$ cat src/rtl/beepboop_pkg.sv
// beepboop_pkg: identifier ROM and serializer state type shared across the beepboop top level
package beepboop_pkg;
  localparam int ID_LEN = 8;
  localparam logic [7:0] ID_ROM [ID_LEN] = '{8'h62, 8'h65, 8'h65, 8'h70, 8'h62, 8'h6f, 8'h6f, 8'h70};
  typedef enum logic [1:0] {GAP, DATA, TERM} id_state_t;
  function automatic logic rom_nonzero();
    for (int i = 0; i < ID_LEN; i++)
      if (ID_ROM[i] == 8'h00) return 1'b0;
    return 1'b1;
  endfunction
endpackage

$ cat src/rtl/beepboop_id_serializer.sv
// beepboop_id_serializer: repeats ID_ROM MSB-first with a NUL terminator and an idle gap before each frame
module beepboop_id_serializer
  import beepboop_pkg::*;
#(
  parameter int GAP_CYCLES = 16
) (
  input  logic clock,
  input  logic reset,
  input  logic en,
  output logic id_valid,
  output logic id_bit
);
  localparam int GW = $clog2(GAP_CYCLES + 1);
  localparam int CW = $clog2(ID_LEN + 1);
  localparam int AW = (ID_LEN > 1) ? $clog2(ID_LEN) : 1;
  if (GAP_CYCLES < 1 || !rom_nonzero()) begin : g_bad_cfg
    $error("beepboop_id_serializer: GAP_CYCLES must be >= 1 and every ID_ROM byte non-zero");
  end
  id_state_t     state;
  logic [GW-1:0] gap_cnt;
  logic [CW-1:0] char_idx;
  logic [CW-1:0] char_nxt;
  logic [2:0]    bit_idx;
  logic [7:0]    cur_chr;
  logic [7:0]    nxt_chr;
  // ROM lookup for the character on the wire and the one that follows it
  always_comb begin
    char_nxt = char_idx + CW'(1);
    cur_chr  = ID_ROM[char_idx[AW-1:0]];
    nxt_chr  = ID_ROM[char_nxt[AW-1:0]];
  end
  // Gap counting, bit/char sequencing and registered outputs; bit_idx doubles as the terminator counter
  always_ff @(posedge clock or posedge reset)
    if (reset) begin
      state    <= GAP;
      gap_cnt  <= '0;
      char_idx <= '0;
      bit_idx  <= 3'd7;
      id_valid <= 1'b0;
      id_bit   <= 1'b0;
    end else
      case (state)
        GAP:
          if (en) begin
            if (gap_cnt == GW'(GAP_CYCLES - 1)) begin
              gap_cnt  <= '0;
              state    <= DATA;
              char_idx <= '0;
              bit_idx  <= 3'd7;
              id_valid <= 1'b1;
              id_bit   <= ID_ROM[0][7];
            end else
              gap_cnt <= gap_cnt + GW'(1);
          end
        DATA: begin
          bit_idx <= bit_idx - 3'd1;
          if (bit_idx != 3'd0)
            id_bit <= cur_chr[bit_idx - 3'd1];
          else if (char_idx == CW'(ID_LEN - 1)) begin
            state  <= TERM;
            id_bit <= 1'b0;
          end else begin
            char_idx <= char_nxt;
            id_bit   <= nxt_chr[7];
          end
        end
        TERM: begin
          bit_idx <= bit_idx - 3'd1;
          if (bit_idx == 3'd0) begin
            state    <= GAP;
            char_idx <= '0;
            id_valid <= 1'b0;
          end
        end
        default: state <= GAP;
      endcase
endmodule

$ cat config.mk
export PLATFORM = sky130hd
export DESIGN_NAME = beepboop_id_serializer
export DESIGN_NICKNAME = d
export VERILOG_FILES = /design/src/rtl/beepboop_pkg.sv /design/src/rtl/beepboop_id_serializer.sv
export SDC_FILE = /design/constraint.sdc
export NUM_CORES = 1
export LEC_CHECK = 0
export CAP_MARGIN = 25
export CELL_PAD_IN_SITES_DETAIL_PLACEMENT = 0
export CELL_PAD_IN_SITES_GLOBAL_PLACEMENT = 1
export CORE_MARGIN = 1
export CORE_UTILIZATION = 48
export CTS_CLUSTER_DIAMETER = 150
export DETAILED_ROUTE_END_ITERATION = 16
export DONT_BUFFER_PORTS = 1
export HOLD_SLACK_MARGIN = 0.03
export PLACE_DENSITY = 0.82
export REMOVE_ABC_BUFFERS = 1
export SLEW_MARGIN = 10
export SYNTH_ARGS = -nofsm -noshare
export SYNTH_HDL_FRONTEND = slang
export SYNTH_SLANG_ARGS = --single-unit
$ cat constraint.sdc
create_clock -name clock -period 2.5 [get_ports clock]
set_clock_uncertainty 0.1 [all_clocks]
set_input_delay 0.625 -clock clock [delete_from_list [all_inputs] [get_ports clock]]
set_output_delay 0.625 -clock clock [all_outputs]
set_load 0.01 [all_outputs]
==> impl_metrics.json, run 1 <==
{
  "drc": 0,
  "core_um2": 1980,
  "setup_viol": 0,
  "wire_per_inst_um": 13.6,
  "synth.distinct_cells": 38,
  "antenna_found_initial": 0,
  "syn_to_final_growth_pct": 6.58,
  "grt_use_total_pct": 17.0,
  "cts_made_buffers": 3,
  "timing.hold.ws_ns": 0.190,
  "postCtsHoldBufs": 0,
  "power.internal_uw": 752,
  "grt_first_pass_wirelength_um": 2700,
  "switching_power_uw": 549,
  "max_cap_viol_count": 0,
  "synth_top_cell_by_area": "dfrtp_1",
  "endpoint_kind": "flop",
  "cts_max_level": 1,
  "slew_violations": 0,
  "crit_type": "reg2reg",
  "yosys_register_bits": 16,
  "max-slew-margin-rel_pct": 58.4,
  "die-area_um2": 2330,
  "dp_slack_ns": 0.503,
  "rows": 16,
  "pwr-share-clk_pct": 13.4,
  "grt_max_degree": 17,
  "dr.pass1.iters": 4,
  "nets": 121,
  "worst-endpoint-arrival_ns": 2.11,
  "switching_share_pct": 42.2,
  "yosysWarnings": 0,
  "synth_ff_type": "dfrtp_1",
  "fin_ws_ns": 0.478,
  "drive_above_1_share_pct": 14.8,
  "ant_nets": 0,
  "cts_resized": 0,
  "avgViaCountPerCell": 5.64,
  "grt_pass1_vias": 627,
  "syn_avg_cell_area_um2": 9.78,
  "cts_tree": "built",
  "power.density_nw_per_um2": 1190,
  "fin_crit_ns": 2.02,
  "synth.most_common_cell": "dfrtp_1",
  "pin_count": 5,
  "synth_top_cell_area_share_pct": 31.7,
  "use_met2_pct": 27.7,
  "diodes": 0,
  "peakVddDrop_mv": 0.716,
  "clkTransAtPathRegs_ns": 0.10,
  "synth_edf_count": 0,
  "cts.path.max_buffers": 2,
  "initialDrtViolationCount": 8,
  "use_met3_pct": 5.93,
  "initial_core_util_pct": 51.8,
  "fp.dieH_um": 48.3,
  "hold_viol_final": 0,
  "dp_hpwl_um": 1370,
  "yosys-top-cells-area": "dfrtp_1 (32%), ha_1 (11%), dfstp_2 (7.7%)",
  "grt_use_met1_pct": 21.1,
  "max_freq_mhz": 495,
  "power.static_leakage_uw": 0.000497,
  "port_buffers": 0,
  "status": "complete, no violations",
  "yosysSeqAreaShare_pct": 39.3,
  "min_path_type": "in2async",
  "yosys-top-cells-count": "dfrtp_1 (13), inv_1 (10), ha_1 (9), nand2_1 (9)",
  "vias": 762,
  "insertion_delay_ns": 0.28,
  "routed_wl_um": 1840,
  "postCtsSetupRepairBufs": 0,
  "tns_ns": 0,
  "pwr-share-comb_pct": 50.7,
  "cts_root_buf": "clkbuf_4",
  "rsz0062_at_grt": "false",
  "syn_area_um2": 1030,
  "power_frac_seq_pct": 35.8,
  "async_flop_share_pct": 100,
  "crit_required_ns": 2.59,
  "cp_max_fo": 6,
  "clock-sinks": 16,
  "die_w_um": 48.3,
  "syn_inst": 105,
  "fin_crit_sh_pct": 80.9,
  "max_slew.worst_pin.slew_ns": 0.623,
  "routabilityCongestion": 0.854,
  "top_usage_layer": "met2",
  "gr-total-overflow": 0,
  "start_kind": "flop"
}
[critical path, stage by stage (launching register included)]
cell	delay, ns
dfstp_2	0.59
inv_1	0.08
ha_1	0.25
xor2_2	0.18
o21a_1	0.18
o31a_1	0.31
o41ai_1	0.23
[power groups by stage]
stage	Sequential (µW)	Combinational, µW	Clock [µW]
after detailed placement	472	657	0
final	466	660	175
after floorplan	447	528	0
after global placement	466	645	0
after global routing	480	736	192
after CTS	467	665	179
[worst paths after layout]
| check | startpoint | to | slack (ns) | cells after the start |
|---|---|---|---|---|
| setup / recovery | bit_idx[0] | id_bit | 0.48 | 6 |
| setup reg to reg | bit_idx[0] | id_bit | 0.48 | 6 |
| max in group asynchronous | reset | gap_cnt[0] | 1.71 | 1 |
| hold reg to reg | gap_cnt[4] | gap_cnt[4] | 0.40 | 1 |
| hold / removal | reset | gap_cnt[4] | 0.19 | 1 |
| min in group clock | en | gap_cnt[1] | 0.40 | 2 |
[cell families after synthesis]
kind of cell,Yosys count,synth area share (%)
AND/OR/NAND/NOR,36,18.5
AO/OA/AOI/OAI,26,20.0
flip-flops,16,39.3
buffers and inverters,12,4.63
adder cells (fa/ha/maj),9,11.0
multiplexers,4,4.14
XOR/XNOR,2,2.44
[layout make-up]
class,count,area (µm²)
repair buffers,1,7.51
inverters,10,37.5
well taps,27,33.8
flip-flops and latches,16,404
fillers,179,887
clock buffers,4,36.3
multi-input cells,77,576
[per-stage QoR]
stage | total power [µW] | utilization [%] | std cells | instance area, µm²
floorplan | 974 | - | 103 | 1020
global placement | 1110 | 53.4 | 131 | 1060
detailed placement | 1130 | 53.4 | 131 | 1060
CTS | 1310 | 55.2 | 135 | 1090
global route | 1410 | 55.2 | 135 | 1090
finish | 1300 | 55.2 | 135 | 1090
[flip-flops by register name, indices dropped and copies added (netlist names)]
register  cells
gap_cnt       5
char_idx      4
bit_idx       3
state         2
id_bit        1
id_valid      1
[layer usage]
layer	part of all wire [%]	vias up	wire (µm)
li1	-	382	-
met5	0	-	0
met2	48	7	890
met3	2.9	2	53
met1	48	371	883
met4	0.71	0	13
[cells in the final DEF (no fill, tap or decap), types with 2 or more instances in the layout]
cell and instances:
and2b_1 2, clkbuf_4 3, dfrtp_1 13, dfstp_2 3, ha_1 9, inv_1 10
mux2_2 2, mux2i_1 2, nand2_1 9, nand3_1 7, nor2_1 7, nor3_1 3
o211ai_1 2, o21a_1 2, o21ai_0 6, o31ai_1 2, o32a_1 3
(Power assumes the default switching activity.)
==> run 2: changes to the inputs <==
Clock period 2.5 ns to 2 ns, I/O delays scaled along.
==> impl_metrics.json, run 2 (synthesis results as in run 1) <==
{
  "status": "complete, no violations",
  "slew_violations": 0,
  "die_w_um": 48.3,
  "initial_core_util_pct": 51.8,
  "routabilityCongestion": 0.857,
  "max_slew.worst_pin.slew_ns": 0.638,
  "fp.dieH_um": 48.3,
  "stdcell_count": 141,
  "routed_wl_um": 1860,
  "use_met2_pct": 26.4,
  "fin_area_um2": 1150,
  "peakVddDrop_mv": 0.706,
  "initialDrtViolationCount": 8,
  "ant_nets": 0,
  "cts_root_buf": "clkbuf_4",
  "power.static_leakage_uw": 0.000529,
  "dr.pass1.iters": 4,
  "insertion_delay_ns": 0.29,
  "cp_max_fo": 5,
  "port_buffers": 0,
  "power.density_nw_per_um2": 1500,
  "pin_count": 5,
  "gr-total-overflow": 0,
  "vias": 787,
  "grt_use_total_pct": 18.1,
  "max_cap_viol_count": 0,
  "tns_ns": 0,
  "clock-sinks": 16,
  "placed_area_um2": 1100,
  "drc": 0,
  "cts_tree": "built",
  "fin_crit_ns": 1.85,
  "setup_viol": 0,
  "start_kind": "flop",
  "cts_max_level": 1,
  "crit_type": "reg2reg",
  "antenna_found_initial": 0,
  "clkTransAtPathRegs_ns": 0.10,
  "grt_use_met1_pct": 26.3,
  "fin_crit_sh_pct": 92.4,
  "die-area_um2": 2330,
  "worst-endpoint-arrival_ns": 1.93,
  "fin_ws_ns": 0.153,
  "min_path_type": "in2async",
  "dpl.cell_count": 137,
  "top_regs": "gap_cnt x5, char_idx x4, bit_idx x3",
  "largest_reg_flops": 5,
  "dp_hpwl_um": 1430,
  "hold_viol_final": 0,
  "core_um2": 1980,
  "drive_above_1_share_pct": 21.9,
  "diodes": 0,
  "avgViaCountPerCell": 5.58,
  "endpoint_kind": "flop",
  "rsz0062_at_grt": "false",
  "rows": 16,
  "layout_common_cells": "dfrtp_1 (13), inv_1 (10), nand2_1 (9), ha_1 (8)",
  "dp_slack_ns": 0.0838,
  "cts.path.max_buffers": 2,
  "max_freq_mhz": 541,
  "top_usage_layer": "met2",
  "nets": 127,
  "grt_first_pass_wirelength_um": 2850,
  "syn_to_final_growth_pct": 12.4,
  "wire_per_inst_um": 13.2,
  "layout_commonest_cell": "dfrtp_1",
  "regMostFlops": "gap_cnt",
  "grt_max_degree": 17,
  "cts_made_buffers": 3,
  "grt_pass1_vias": 636,
  "use_met3_pct": 3.70,
  "max-slew-margin-rel_pct": 57.5,
  "fin_util_pct": 58.3,
  "crit_required_ns": 2.08
}
-- run 2: cell count changes in the layout (fill, tap and decap cells not counted), sizes merged --
| cell | change |
|---|---|
| buf | +6 |
-- run 2: where the power goes --
group / total [µW] / internal, µW / switching (µW)
Combinational: 943 / 448 / 495
Clock: 215 / 111 / 104
Sequential: 570 / 460 / 110
Total: 1730 / 1020 / 710
-- run 2: critical path: stages (launching register included) --
cell and delay (ns):
dfrtp_1 0.42, ha_1 0.24, nand2_1 0.08, or2_2 0.31, a211oi_2 0.24, mux2_2 0.35
-- run 2: path summary, 6_finish.rpt --
path | startpoint | end | slack [ns] | cells after the start
setup / recovery | char_idx[1] | state[0] | 0.15 | 5
hold / removal | reset | char_idx[3] | 0.07 | 1
setup reg to reg | char_idx[1] | state[0] | 0.15 | 5
hold reg to reg | gap_cnt[4] | gap_cnt[4] | 0.39 | 1
max in group asynchronous | reset | char_idx[1] | 1.32 | 1
min in group clock | en | gap_cnt[1] | 0.27 | 2
-- run 2: routing by layer --
layer	part of all wire, %	up-vias
li1	-	397
met1	51	379
met2	45	7
met3	2.5	4
met4	1.1	0
met5	0	-
-- run 2: final cells by class --
type / instances / area [µm²]
Clock buffer: 4 / 36.3
Fill cell: 171 / 827
Inverter: 10 / 37.5
Multi-Input combinational cell: 77 / 591
Sequential cell: 16 / 404
Tap cell: 27 / 33.8
Timing Repair Buffer: 7 / 52.6
-- run 2: repair_timing --
item	in CTS	in global routing
setup buffers	0	0
setup endpoints to repair	0	2
gates resized for setup	0	3
hold buffers	0	0
endpoints found under the hold margin	0	0
-- run 2: per-stage QoR --
step / hold slack, ns / total power [µW]
detailed placement: 0.372 / 1490
global route: 0.112 / 1910
finish: 0.0701 / 1730
global placement: 0.369 / 1470
floorplan: 0.312 / 1220
CTS: 0.0810 / 1720
